<file path="src/rtl/morse_pkg.sv">
// Shared types and timing thresholds for the Morse receiver.
// All thresholds are in Morse time units.
package morse_pkg;

  typedef enum logic [1:0] {
    ST_IDLE  = 2'd0,
    ST_MARK  = 2'd1,
    ST_SPACE = 2'd2,
    ST_DROP  = 2'd3
  } state_e;

  localparam logic [2:0] DASH_UNITS     = 3'd2;
  localparam logic [2:0] CHAR_GAP_UNITS = 3'd2;
  localparam logic [2:0] WORD_GAP_UNITS = 3'd5;
  localparam logic [2:0] DROP_GAP_UNITS = 3'd3;
  localparam logic [2:0] MAX_MARK_UNITS = 3'd7;
  localparam logic [2:0] MAX_ELEMS      = 3'd5;

endpackage

</file>
<file path="src/rtl/morse_debounce.sv">
// Two-flop synchronizer followed by a stability-count debouncer.
// The level flips only after the synchronized input disagrees for DEBOUNCE_CYCLES in a row.
module morse_debounce #(
  parameter int unsigned DEBOUNCE_CYCLES = 16000
) (
  input  logic CLK,
  input  logic RST,
  input  logic raw_in,
  output logic level
);
  import morse_pkg::*;

  localparam int CW = $clog2(DEBOUNCE_CYCLES + 1);

  logic          sync1_q, sync1_d;
  logic          sync2_q, sync2_d;
  logic          level_q, level_d;
  logic [CW-1:0] cnt_q, cnt_d;

  always_comb begin
    sync1_d = raw_in;
    sync2_d = sync1_q;
    level_d = level_q;
    cnt_d   = '0;
    // Any cycle of agreement leaves cnt_d at zero, restarting the stability count.
    if (sync2_q != level_q) begin
      if (cnt_q == CW'(DEBOUNCE_CYCLES - 1)) begin
        level_d = ~level_q;
      end else begin
        cnt_d = cnt_q + CW'(1);
      end
    end
  end

  always_ff @(posedge CLK) begin
    if (RST) begin
      sync1_q <= 1'b0;
      sync2_q <= 1'b0;
      level_q <= 1'b0;
      cnt_q   <= '0;
    end else begin
      sync1_q <= sync1_d;
      sync2_q <= sync2_d;
      level_q <= level_d;
      cnt_q   <= cnt_d;
    end
  end

  assign level = level_q;

endmodule

</file>
<file path="src/rtl/morse_rx.sv">
// Morse decoder: debounced key -> unit timing -> element buffer -> character/word events.
// Up to five elements are buffered; longer characters and stuck marks are dropped with ERR.
module morse_rx #(
  parameter int unsigned UNIT_CYCLES     = 2097152,
  parameter int unsigned DEBOUNCE_CYCLES = 16000
) (
  input  logic       CLK,
  input  logic       RST,
  input  logic       MORSE_IN,
  output logic       LED,
  output logic       SYM_VALID,
  output logic [2:0] SYM_LEN,
  output logic [4:0] SYM_BITS,
  output logic       WORD_VALID,
  output logic       ERR
);
  import morse_pkg::*;

  localparam int PW = (UNIT_CYCLES > 1) ? $clog2(UNIT_CYCLES) : 1;

  logic          level;
  logic          prev_q, prev_d;
  logic [PW-1:0] presc_q, presc_d;
  logic [2:0]    units_q, units_d, units_inc;
  state_e        state_q, state_d;
  logic [2:0]    count_q, count_d;
  logic [4:0]    bits_q, bits_d;
  logic          sym_valid_q, sym_valid_d;
  logic [2:0]    sym_len_q, sym_len_d;
  logic [4:0]    sym_bits_q, sym_bits_d;
  logic          word_valid_q, word_valid_d;
  logic          err_q, err_d;
  logic          rise, fall, edge_any, tick_raw, tick, dash;

  morse_debounce #(.DEBOUNCE_CYCLES(DEBOUNCE_CYCLES)) u_debounce (
    .CLK    (CLK),
    .RST    (RST),
    .raw_in (MORSE_IN),
    .level  (level)
  );

  always_comb begin
    rise      = level & ~prev_q;
    fall      = ~level & prev_q;
    edge_any  = rise | fall;
    tick_raw  = (presc_q == PW'(UNIT_CYCLES - 1));
    // An edge restarts timing, so a tick landing on the same cycle is discarded.
    tick      = tick_raw & ~edge_any;
    units_inc = (units_q == MAX_MARK_UNITS) ? units_q : units_q + 3'd1;
    dash      = (units_q >= DASH_UNITS);

    prev_d       = level;
    presc_d      = (edge_any || tick_raw) ? '0 : presc_q + PW'(1);
    units_d      = edge_any ? 3'd0 : (tick ? units_inc : units_q);
    state_d      = state_q;
    count_d      = count_q;
    bits_d       = bits_q;
    sym_valid_d  = 1'b0;
    sym_len_d    = sym_len_q;
    sym_bits_d   = sym_bits_q;
    word_valid_d = 1'b0;
    err_d        = 1'b0;

    unique case (state_q)
      ST_IDLE: begin
        if (rise) begin
          state_d = ST_MARK;
          count_d = 3'd0;
          bits_d  = 5'd0;
        end
      end
      ST_MARK: begin
        if (fall) begin
          if (count_q == MAX_ELEMS) begin
            err_d   = 1'b1;
            count_d = 3'd0;
            bits_d  = 5'd0;
            state_d = ST_DROP;
          end else begin
            bits_d  = bits_q | (5'(dash) << count_q);
            count_d = count_q + 3'd1;
            state_d = ST_SPACE;
          end
        end else if (tick && units_q == MAX_MARK_UNITS) begin
          err_d   = 1'b1;
          count_d = 3'd0;
          bits_d  = 5'd0;
          state_d = ST_DROP;
        end
      end
      ST_SPACE: begin
        if (rise) begin
          state_d = ST_MARK;
          if (units_q >= CHAR_GAP_UNITS) begin
            count_d = 3'd0;
            bits_d  = 5'd0;
          end
        end else if (tick) begin
          if (units_inc == CHAR_GAP_UNITS && count_q != 3'd0) begin
            sym_valid_d = 1'b1;
            sym_len_d   = count_q;
            sym_bits_d  = bits_q;
            count_d     = 3'd0;
            bits_d      = 5'd0;
          end else if (units_inc == WORD_GAP_UNITS) begin
            word_valid_d = 1'b1;
            state_d      = ST_IDLE;
          end
        end
      end
      ST_DROP: begin
        if (tick && !level && units_inc == DROP_GAP_UNITS) begin
          state_d = ST_IDLE;
        end
      end
      default: state_d = ST_IDLE;
    endcase
  end

  always_ff @(posedge CLK) begin
    if (RST) begin
      prev_q       <= 1'b0;
      presc_q      <= '0;
      units_q      <= 3'd0;
      state_q      <= ST_IDLE;
      count_q      <= 3'd0;
      bits_q       <= 5'd0;
      sym_valid_q  <= 1'b0;
      sym_len_q    <= 3'd0;
      sym_bits_q   <= 5'd0;
      word_valid_q <= 1'b0;
      err_q        <= 1'b0;
    end else begin
      prev_q       <= prev_d;
      presc_q      <= presc_d;
      units_q      <= units_d;
      state_q      <= state_d;
      count_q      <= count_d;
      bits_q       <= bits_d;
      sym_valid_q  <= sym_valid_d;
      sym_len_q    <= sym_len_d;
      sym_bits_q   <= sym_bits_d;
      word_valid_q <= word_valid_d;
      err_q        <= err_d;
    end
  end

  assign LED        = level;
  assign SYM_VALID  = sym_valid_q;
  assign SYM_LEN    = sym_len_q;
  assign SYM_BITS   = sym_bits_q;
  assign WORD_VALID = word_valid_q;
  assign ERR        = err_q;

endmodule

</file>
<file path="config.mk">
export PLATFORM = sky130hd
export DESIGN_NAME = morse_rx
export DESIGN_NICKNAME = d
export VERILOG_FILES = /design/src/rtl/morse_pkg.sv /design/src/rtl/morse_debounce.sv /design/src/rtl/morse_rx.sv
export SDC_FILE = /design/constraint.sdc
export NUM_CORES = 1
export LEC_CHECK = 0
export BUFFER_PORTS_ARGS = -buffer_cell sky130_fd_sc_hd__buf_2
export CORE_MARGIN = 4
export CORE_UTILIZATION = 60
export DETAILED_ROUTE_END_ITERATION = 16
export PLACE_DENSITY = 0.79
export SLEW_MARGIN = 20
export SYNTH_ARGS = -nofsm -noshare
export SYNTH_HDL_FRONTEND = slang
export SYNTH_SLANG_ARGS = --single-unit
</file>
<file path="constraint.sdc">
create_clock -name CLK -period 2.4 [get_ports CLK]
set_input_delay 0.24 -clock CLK [delete_from_list [all_inputs] [get_ports CLK]]
set_output_delay 0.24 -clock CLK [all_outputs]
set_load 0.01 [all_outputs]
</file>
Yosys cells after proc, flatten, opt, wreduce, memory -nomap -nowiden
Cells that the tools add are included.
Operators by class
  $add $sub $neg: 4
  multiply operators: 0
  div/mod/pow operators: 0
  order comparisons: 1
  eq/ne operators: 19
  shift operators: 1
  mux-type cells: 34
  bitwise gates (word level): 13
  reduce and logical (&&, ||, !) cells: 19
Operator list (number)
  $mux 5: 8
  $mux 3: 9
  $add 21x1->21 const B: 1
  $eq 21x21->1 const B: 1
  $ne 3x3->1 const B: 6
  $mux 2: 8
  $pmux 5 s3: 1
  $add 14x1->14 const B: 1
  $eq 14x14->1 const B: 1
  $reduce_and 6->1: 2
  $eq 3x3->1 const B: 3
  $pmux 3 s3: 1
  $not 1->1: 8
  $pmux 2 s4: 1
  $add 3x1->3 const B: 2
  $eq 3x2->1 const B: 2
  $mux 1: 6
  $reduce_bool 3->1: 2
  $reduce_or 2->1: 3
  $or 5x5->5: 1
  $reduce_or 5->1: 1
  $shl 1x3->5: 1
  $eq 2x2->1 const B: 2
  $logic_and 1x1->1: 4
  other kinds (13): 16
Word-level totals
  bits in registers: 63
  latch bits: 0
  RAM bits: 0
  bits in read-only memories: 0
  bits of input ports: 3
  output and inout port bits: 12
  logic and storage cells: 106
  memories kept: 0

Depth between registers and ports, before layout
Gate-level depths: netlist (run 1).
  depth in word-level cells: 9
  depth in mapped cells: 8
  depth with buffers taken out: 7

Hierarchy
From an unflattened synthesis (run 1), not the netlist that was laid out.
Second synthesis, totals
  cell total of the unflattened synthesis: 313
  area, all modules: 2860.2 um^2
By module, submodules not included
  morse_rx: instances 1, cells each 235, area each 2142.1 um^2
  morse_debounce: instances 1, cells each 78, area each 718.2 um^2

Worst setup path before layout (run 1)
No wires, ideal clock.
  path kind: register to register
  start point: reg presc_q[0]
  end point: reg sym_bits_q[0], in the netlist SYM_BITS[0]
  arrival time: 2049 ps
  data required time: 2272 ps
  path slack: 224 ps
  stages on the path, launching flop included: 8
  period minus slack after synthesis: 2176 ps
  cells stage by stage: dfxtp_1 > ha_1 > nand3_1 > nor4_4 > nand4_2 > nor4_4 > mux2i_1 > nor2_1
On the way
  cells in the longest elaborated chain, start to end: 3
Ends and longest elaborated chain
  start: declaration: RTL line morse_rx.sv:23  | logic [PW-1:0] presc_q, presc_d;
  start signal: assignment: RTL line morse_rx.sv:135  | presc_q <= presc_d;
  $eq 21x21->1: RTL line morse_rx.sv:46  | tick_raw = (presc_q == PW'(UNIT_CYCLES - 1));
  $and 1x1->1: RTL line morse_rx.sv:48  | tick = tick_raw & ~edge_any;
  $reduce_and 4->1 (no source line)
  end signal: assignment: RTL line morse_rx.sv:142  | sym_bits_q <= sym_bits_d;
  end: declaration: RTL line morse_rx.sv:30  | logic [4:0] sym_bits_q, sym_bits_d;
Every way passes these cells.
A chain may end at the register's enable or synchronous reset.

Worst setup path in the final report (run 1)
  start point: reg presc_q[6]
  end point: reg sym_bits_q[0], in the netlist SYM_BITS[0]
The elaborated chain is that of the path after synthesis.

==> key figures, run 1 <==
Status
  • Outcome: finished, final reports clean

Setup path
  • Crit start category: flip-flop
  • Cells along the critical path: nand4_2 > nor4_4 > nand4_2 > nor4_4 > buf_4 > mux2i_1 > nor2_1
  • CP Class: flip-flop to flip-flop
  • Worst r2r dst: SYM_BITS[0]
  • Crit path capture type: flip-flop
  • Worst reg-to-reg setup slack: 0.26 ns
  • Worst path max stage delay: 0.46 ns
  • R2R Path Start: presc_q[6]
  • Highest-delay cell along the critical path: nor4_4
  • Crit-path max FO: 8
  • Worst Path Required: 2.61 ns
  • Critical Path Source: presc_q[6]
  • Register-to-Register Path Depth: 7
  • Critical Path Sink: SYM_BITS[0]
  • CP arrival: 2.35 ns

Detailed routing
  • Drt pass-1 iters: 5
  • Initial DRC count: 89
  • Vias: 2,069
  • M1 WL: 2.26 mm
  • Met2 routed WL: 2.17 mm
  • DR WL met3: 211 um
  • DR WL/cell: 12.3 um
  • Drt drc: 0
  • Post-route ant nets: 0
  • DR vias/cell: 5.39
  • Max Used Layer: met4
  • Total wire length: 4.72 mm

Yosys
  • Post-Synth Adder-Cell Area: 3.66%
  • Top cells by area, synth: dfxtp_1 46%, nor2_1 9.5%, xor2_1 6.4%, mux2i_1 4.0%, ha_1 3.7%
  • Yosys warns: 0
  • Area share of the largest cell type after synthesis: 46.2%
  • Complex-gate fraction of the synthesized area: 7.23%
  • XOR/XNOR share of the synthesized area: 9.94%
  • Proportion of synthesized area in mux cells: 4.03%
  • Simple-Gate Fraction of Synth Area: 26.8%
  • Synth Instances: 305
  • Synth area leader: dfxtp_1
  • Sequential-to-total area share from yosys stat: 46.2%
  • Largest family of logic cells by synthesized area: simple AND/OR/NAND/NOR gates
  • Syn avg cell area: 8.96 um^2
  • Mapped Area: 2730 um^2
  • Netlist cell types: 36
  • Synthesized flop and latch total: 63
  • Synthesized net count: 316

CTS
  • Setup Fix Bufs, Post-CTS: 0
  • Inserted Clock Buffers: 9
  • Hold bufs inserted after CTS: 0
  • CTS clock-pin slew for the worst setup and hold paths: 0.06 ns
  • Clock sink count: 63
  • CTS root buffer: clkbuf_8
  • Clock Latency Late Sink: 0.34 ns
  • H-tree depth: 3
  • CTS tree: built
  • Post-CTS sizing: 0
  • Clk buf depth: 2

Layout
  • Final std cells w/o fill: 384
  • P&R area growth vs syn: 11.3%
  • Share of cells above drive strength 1: 12.0%
  • Post-route design area: 3040 um^2
  • # fillers: 354
  • Core Util, Final: 69.4%
  • Ant diodes: 0
  • Nets@finish: 338

Power
  • Max VDD drop: 0.419 mV
  • Comb pwr share: 1.6%
  • Pwr Density: 602 nW/um^2
  • P_leak: 1.10 nW
  • Switch share: 22.0%
  • Clk pwr share: 40.6%
  • Switching power: 402 uW
  • Sequential Power Share: 57.8%
  • Design internal power: 1.43 mW

Floorplanning
  • Row count: 24
  • DIE WIDTH: 75.5 um
  • Initial Utilization: 62.3%
  • Die Y-Extent: 75.5 um
  • CORE AREA: 4380 um^2
  • Die area: 5700 um^2
  • IO Count: 15

Timing
  • RSZ-0062 raised after global routing: no
  • Max Clock Freq: 467 MHz
  • Final Cycle Share: 89.2%
  • Setup TNS: 0 ns
  • Period minus WS final: 2.14 ns
  • Final worst setup slack: 0.260 ns
  • Max-slew violation count: 0
  • Slew @ Worst Pin: 0.452 ns
  • Final count of hold timing violations: 0
  • Worst slew margin: 69.9%
  • Setup violators final: 0
  • Clock skew after layout: 0.00679 ns

Place
  • Placed insts: 368
  • Final GP Congestion: 0.793
  • Port-buffer cells: 14
  • DP HPWL: 3.24 mm
  • Placed Area: 2880 um^2
  • Post-place setup slack: 0.274 ns

Worst hold path
  • Hold crit path type: input pin to flip-flop

Global routing
  • GRT Resource Usage Total: 18.8%
  • Initial antenna violation count: 0
  • Vias in the first global route: 1,824
  • First-pass GRT wire length: 8.05 mm
  • Grt ovf: 0
  • Largest net degree at the start of global routing: 25

Job
  • MaxCap Viol Count: 0
## per-layer routing
layer,track usage (%),up-vias
met1,23.0,935
li1,-,1092
met5,0,-
met3,8.31,8
met4,7.57,0
met2,29.1,34
## cells in the final DEF (no fill, tap or decap), types with 8 or more instances in the layout
cell type and instances:
nor2_1 69, dfxtp_1 63, xor2_1 20, nand3_1 17, nand2_1 16, buf_2 14
xnor2_1 11, mux2i_1 11, a21oi_1 9, clkbuf_8 9, nand4_1 8, ha_1 8
## worst min path at each step
stage                     depth (start not counted)                 end          startpoint  slack [ns]
after floorplan                                   1  u_debounce.sync1_q            MORSE_IN        0.37
after global placement                            1  u_debounce.sync2_q  u_debounce.sync1_q        0.44
after detailed placement                          1  u_debounce.sync2_q  u_debounce.sync1_q        0.43
after CTS                                         2  u_debounce.sync1_q            MORSE_IN        0.10
after global routing                              2  u_debounce.sync1_q            MORSE_IN        0.14
final                                             2  u_debounce.sync1_q            MORSE_IN        0.12
## critical path: cells and delay by family, from the launching register on
kind                   cells  cell delay (ns)
multiplexers               1             0.21
flip-flops                 1             0.43
AND/OR/NAND/NOR            5             1.14
buffers and inverters      1             0.23
## sequential cells by signal, indices dropped and copies added, names as in the netlist
register / count
ERR: 1
SYM_VALID: 1
bits_q: 5
u_debounce.sync2_q: 1
u_debounce.level: 1
count_q: 3
WORD_VALID: 1
SYM_BITS: 5
prev_q: 1
u_debounce.sync1_q: 1
presc_q: 21
units_q: 3
u_debounce.cnt_q: 14
state_q: 2
SYM_LEN: 3
## kinds of logic after synthesis
logic type	Yosys count
muxes	11
AOI/OAI and AO/OA	30
and+or+nand+nor	146
buffers and inverters	16
DFF	63
xor gates and xnor gates	31
adders and majority gates	8
## area by class of cell
cell class	instances	area, um^2	area share [%]
clock inverter	5	25.0	0.823
tap	52	65.1	2.14
inverter	7	26.3	0.864
timing repair buffer	20	115	3.78
clock buffer	11	131	4.32
sequential	63	1260	41.5
multi-input combinational	226	1420	46.6
## per-stage QoR
| stage | hold WS (ns) | power (mW) |
|---|---|---|
| after floorplan | 0.368 | 1.10 |
| after global routing | 0.143 | 1.91 |
| final | 0.117 | 1.83 |
| after global placement | 0.437 | 1.11 |
| after detailed placement | 0.427 | 1.11 |
| after CTS | 0.104 | 1.86 |
## power by group through the flow
stage	clock network [mW]	registers, mW	logic (mW)
after floorplan	0	1.08	0.0222
after global placement	0	1.08	0.0295
after detailed placement	0	1.08	0.0296
after CTS	0.770	1.06	0.0297
after global routing	0.823	1.06	0.0341
final	0.743	1.06	0.0298
## synthesized netlist by cell type
master and n:
a2111oi_0 1, a211o_1 1, a211oi_1 1, a21o_1 1, a21oi_1 9, a221oi_2 1
a22oi_1 1, a2bb2oi_1 1, a311oi_1 3, a31oi_1 3, and3_1 3, and4_1 3
clkbuf_1 9, dfxtp_1 63, ha_1 8, inv_1 7, mux2i_1 11, nand2_1 16
nand2b_1 5, nand3_1 17, nand4_1 8, nand4_2 2, nor2_1 69, nor2b_1 5
nor3_1 5, nor3b_1 1, nor4_1 1, nor4_4 2, nor4b_1 2, o21a_1 1
o21ai_0 6, o22ai_1 1, or3_1 5, or4_1 2, xnor2_1 11, xor2_1 20
Power figures use the tool's default switching activity.
==> run 2: changes to the inputs <==
Settings changed: CORE_UTILIZATION 60 to 64, PLACE_DENSITY 0.79 to 0.83.
Clock period 2.4 ns to 2.57 ns, I/O delays scaled along.
==> key figures, run 2 (synthesis gave the netlist of run 1 again) <==
Status
  • Outcome: finished, final reports clean

Layout
  • Final std cells w/o fill: 380 (-1.0%)
  • Area of the multi-input gates: 1430 um^2 (+0.79%)
  • P&R area growth vs syn: 12.3%
  • Max reg flops: 21 (unchanged)
  • Most common cell after layout, fill and taps aside: nor2_1
  • Nets@finish: 336 (-0.59%)
  • Most frequent cells in the layout: 69 x nor2_1, 63 x dfxtp_1, 20 x xor2_1, 17 x nand3_1, 16 x nand2_1
  • Largest registers: presc_q: 21 flops, u_debounce.cnt_q: 14 flops
  • Biggest register: presc_q
  • Register Area: 1260 um^2 (unchanged)
  • # fillers: 268 (-24%)
  • Share of cells above drive strength 1: 11.5% (-0.53 points)
  • Ant diodes: 0 (unchanged)

Power
  • Max VDD drop: 0.459 mV (+9.5%)
  • P_leak: 1.11 nW (+0.42%)
  • Pwr Density: 602 nW/um^2 (about the same)

CTS
  • CTS tree: built
  • Hold bufs inserted after CTS: 0 (unchanged)
  • Clock Latency Late Sink: 0.34 ns (about the same)
  • CTS clock-pin slew for the worst setup and hold paths: 0.06 ns (about the same)
  • H-tree depth: 3 (unchanged)
  • Clk buf depth: 2 (unchanged)
  • CTS root buffer: clkbuf_8
  • Clock sink count: 63 (unchanged)
  • Inserted Clock Buffers: 9 (unchanged)

Global routing
  • Initial antenna violation count: 0 (unchanged)
  • First-pass GRT wire length: 8.89 mm (+10%)
  • Vias in the first global route: 2,044 (+12%)
  • Grt ovf: 0 (unchanged)
  • GRT Resource Usage Total: 21.4% (+2.5 points)
  • Largest net degree at the start of global routing: 25 (unchanged)

Place
  • Final GP Congestion: 0.784 (-1.2%)
  • Port-buffer cells: 14 (unchanged)
  • Placed insts: 364 (-1.1%)
  • Post-place setup slack: 0.234 ns (-0.0404 ns)
  • DP HPWL: 3.29 mm (+1.5%)

Detailed routing
  • DR WL/cell: 13.2 um (+7.3%)
  • Total wire length: 5.01 mm (+6.2%)
  • Drt pass-1 iters: 4 (-1)
  • Vias: 2,106 (+1.8%)
  • Initial DRC count: 95 (+6.7%)
  • Post-route ant nets: 0 (unchanged)
  • Drt drc: 0 (unchanged)
  • DR vias/cell: 5.54 (+2.9%)

Floorplanning
  • Die area: 5380 um^2 (-5.6%)
  • Initial Utilization: 67.3% (+5.0 points)
  • DIE WIDTH: 73.3 um (-2.8%)
  • IO Count: 15 (unchanged)
  • Die Y-Extent: 73.3 um (-2.8%)
  • Row count: 23 (-4.2%)
  • CORE AREA: 4060 um^2 (-7.4%)

Timing
  • Final worst setup slack: 0.288 ns (+0.0284 ns)
  • RSZ-0062 raised after global routing: no
  • Period minus WS final: 2.28 ns (+0.142 ns)
  • Setup TNS: 0 ns (unchanged)
  • Final count of hold timing violations: 0 (unchanged)
  • Final Cycle Share: 88.8% (-0.39 points)
  • Max-slew violation count: 0 (unchanged)
  • Worst slew margin: 69.0% (-0.91 points)
  • Max Clock Freq: 438 MHz (-6.2%)
  • Slew @ Worst Pin: 0.465 ns (+0.0137 ns)
  • Setup violators final: 0 (unchanged)
  • Clock skew after layout: 0.00512 ns (-0.00167 ns)

Setup path
  • Worst Path Required: 2.85 ns (+0.24 ns)
  • CP Class: flip-flop to flip-flop
  • Worst path bufs/invs: 0 (-1)
  • Crit-path max FO: 8 (unchanged)
  • Highest-delay cell along the critical path: a221oi_4
  • Crit start category: flip-flop
  • Worst path top cell family by delay: simple AND/OR/NAND/NOR gates
  • Worst path max stage delay: 0.50 ns (+0.04 ns)
  • Cells along the critical path: ha_1 > nand3_1 > nor4_4 > nand4_1 > a221oi_4 > a21oi_1 > nor2_1
  • Crit path capture type: flip-flop
  • CP arrival: 2.56 ns (+0.21 ns)

Job
  • MaxCap Viol Count: 0 (unchanged)

Worst hold path
  • Hold crit path type: input pin to flip-flop
==> run 2: cell count changes in the layout (fill, tap and decap cells not counted), sizes merged <==
cell	previous run	this run
clkinv	5	3
clkbuf	11	12
bufinv	0	1
buf	20	18
==> run 2: final cells by class <==
class                      instances  area share (%)
clock buffer                      12            4.73
sequential                        63            41.1
inverter                           7           0.856
timing repair buffer              18            3.26
multi-input combinational        226            46.6
tap                               50            2.04
clock inverter                     4            1.47
==> run 2: repair_timing <==
action / 4_1_cts / 5_1_grt
resized for setup: 0 / 2
endpoints found under the setup margin: 0 / 6
setup buffers: 0 / 0
==> run 2: per-stage QoR <==
step / hold slack [ns] / power (mW) / cell area, um^2 / util [%]
after floorplan: 0.385 / 1.03 / 2730 / -
after global placement: 0.416 / 1.04 / 2860 / 70.5
after detailed placement: 0.423 / 1.04 / 2860 / 70.5
after CTS: 0.137 / 1.86 / 3050 / 75.2
after global routing: 0.126 / 1.92 / 3070 / 75.6
final: 0.144 / 1.85 / 3070 / 75.6
==> run 2: path summary, 6_finish.rpt <==
kind | from | to | slack [ns] | depth (start not counted)
worst max-delay path | presc_q[0] | bits_q[4] | 0.29 | 7
worst min register to register | u_debounce.sync1_q | u_debounce.sync2_q | 0.44 | 1
worst max register to register | presc_q[0] | bits_q[4] | 0.29 | 7
worst min-delay path | MORSE_IN | u_debounce.sync1_q | 0.14 | 2
==> run 2: routing by layer <==
layer  vias to the layer above  GRT usage, %  part of all wire (%)
met5                         -             0                     0
met4                         0          8.25                   1.6
met3                        11          9.17                   5.0
met2                        35          34.4                    48
met1                       974          25.2                    45
li1                       1086             -                     -
==> run 2: power breakdown <==
part | internal, mW | total, mW | switching, mW
Combinational | 0.00956 | 0.0281 | 0.0186
Clock | 0.470 | 0.832 | 0.363
Sequential | 0.982 | 0.987 | 0.00478
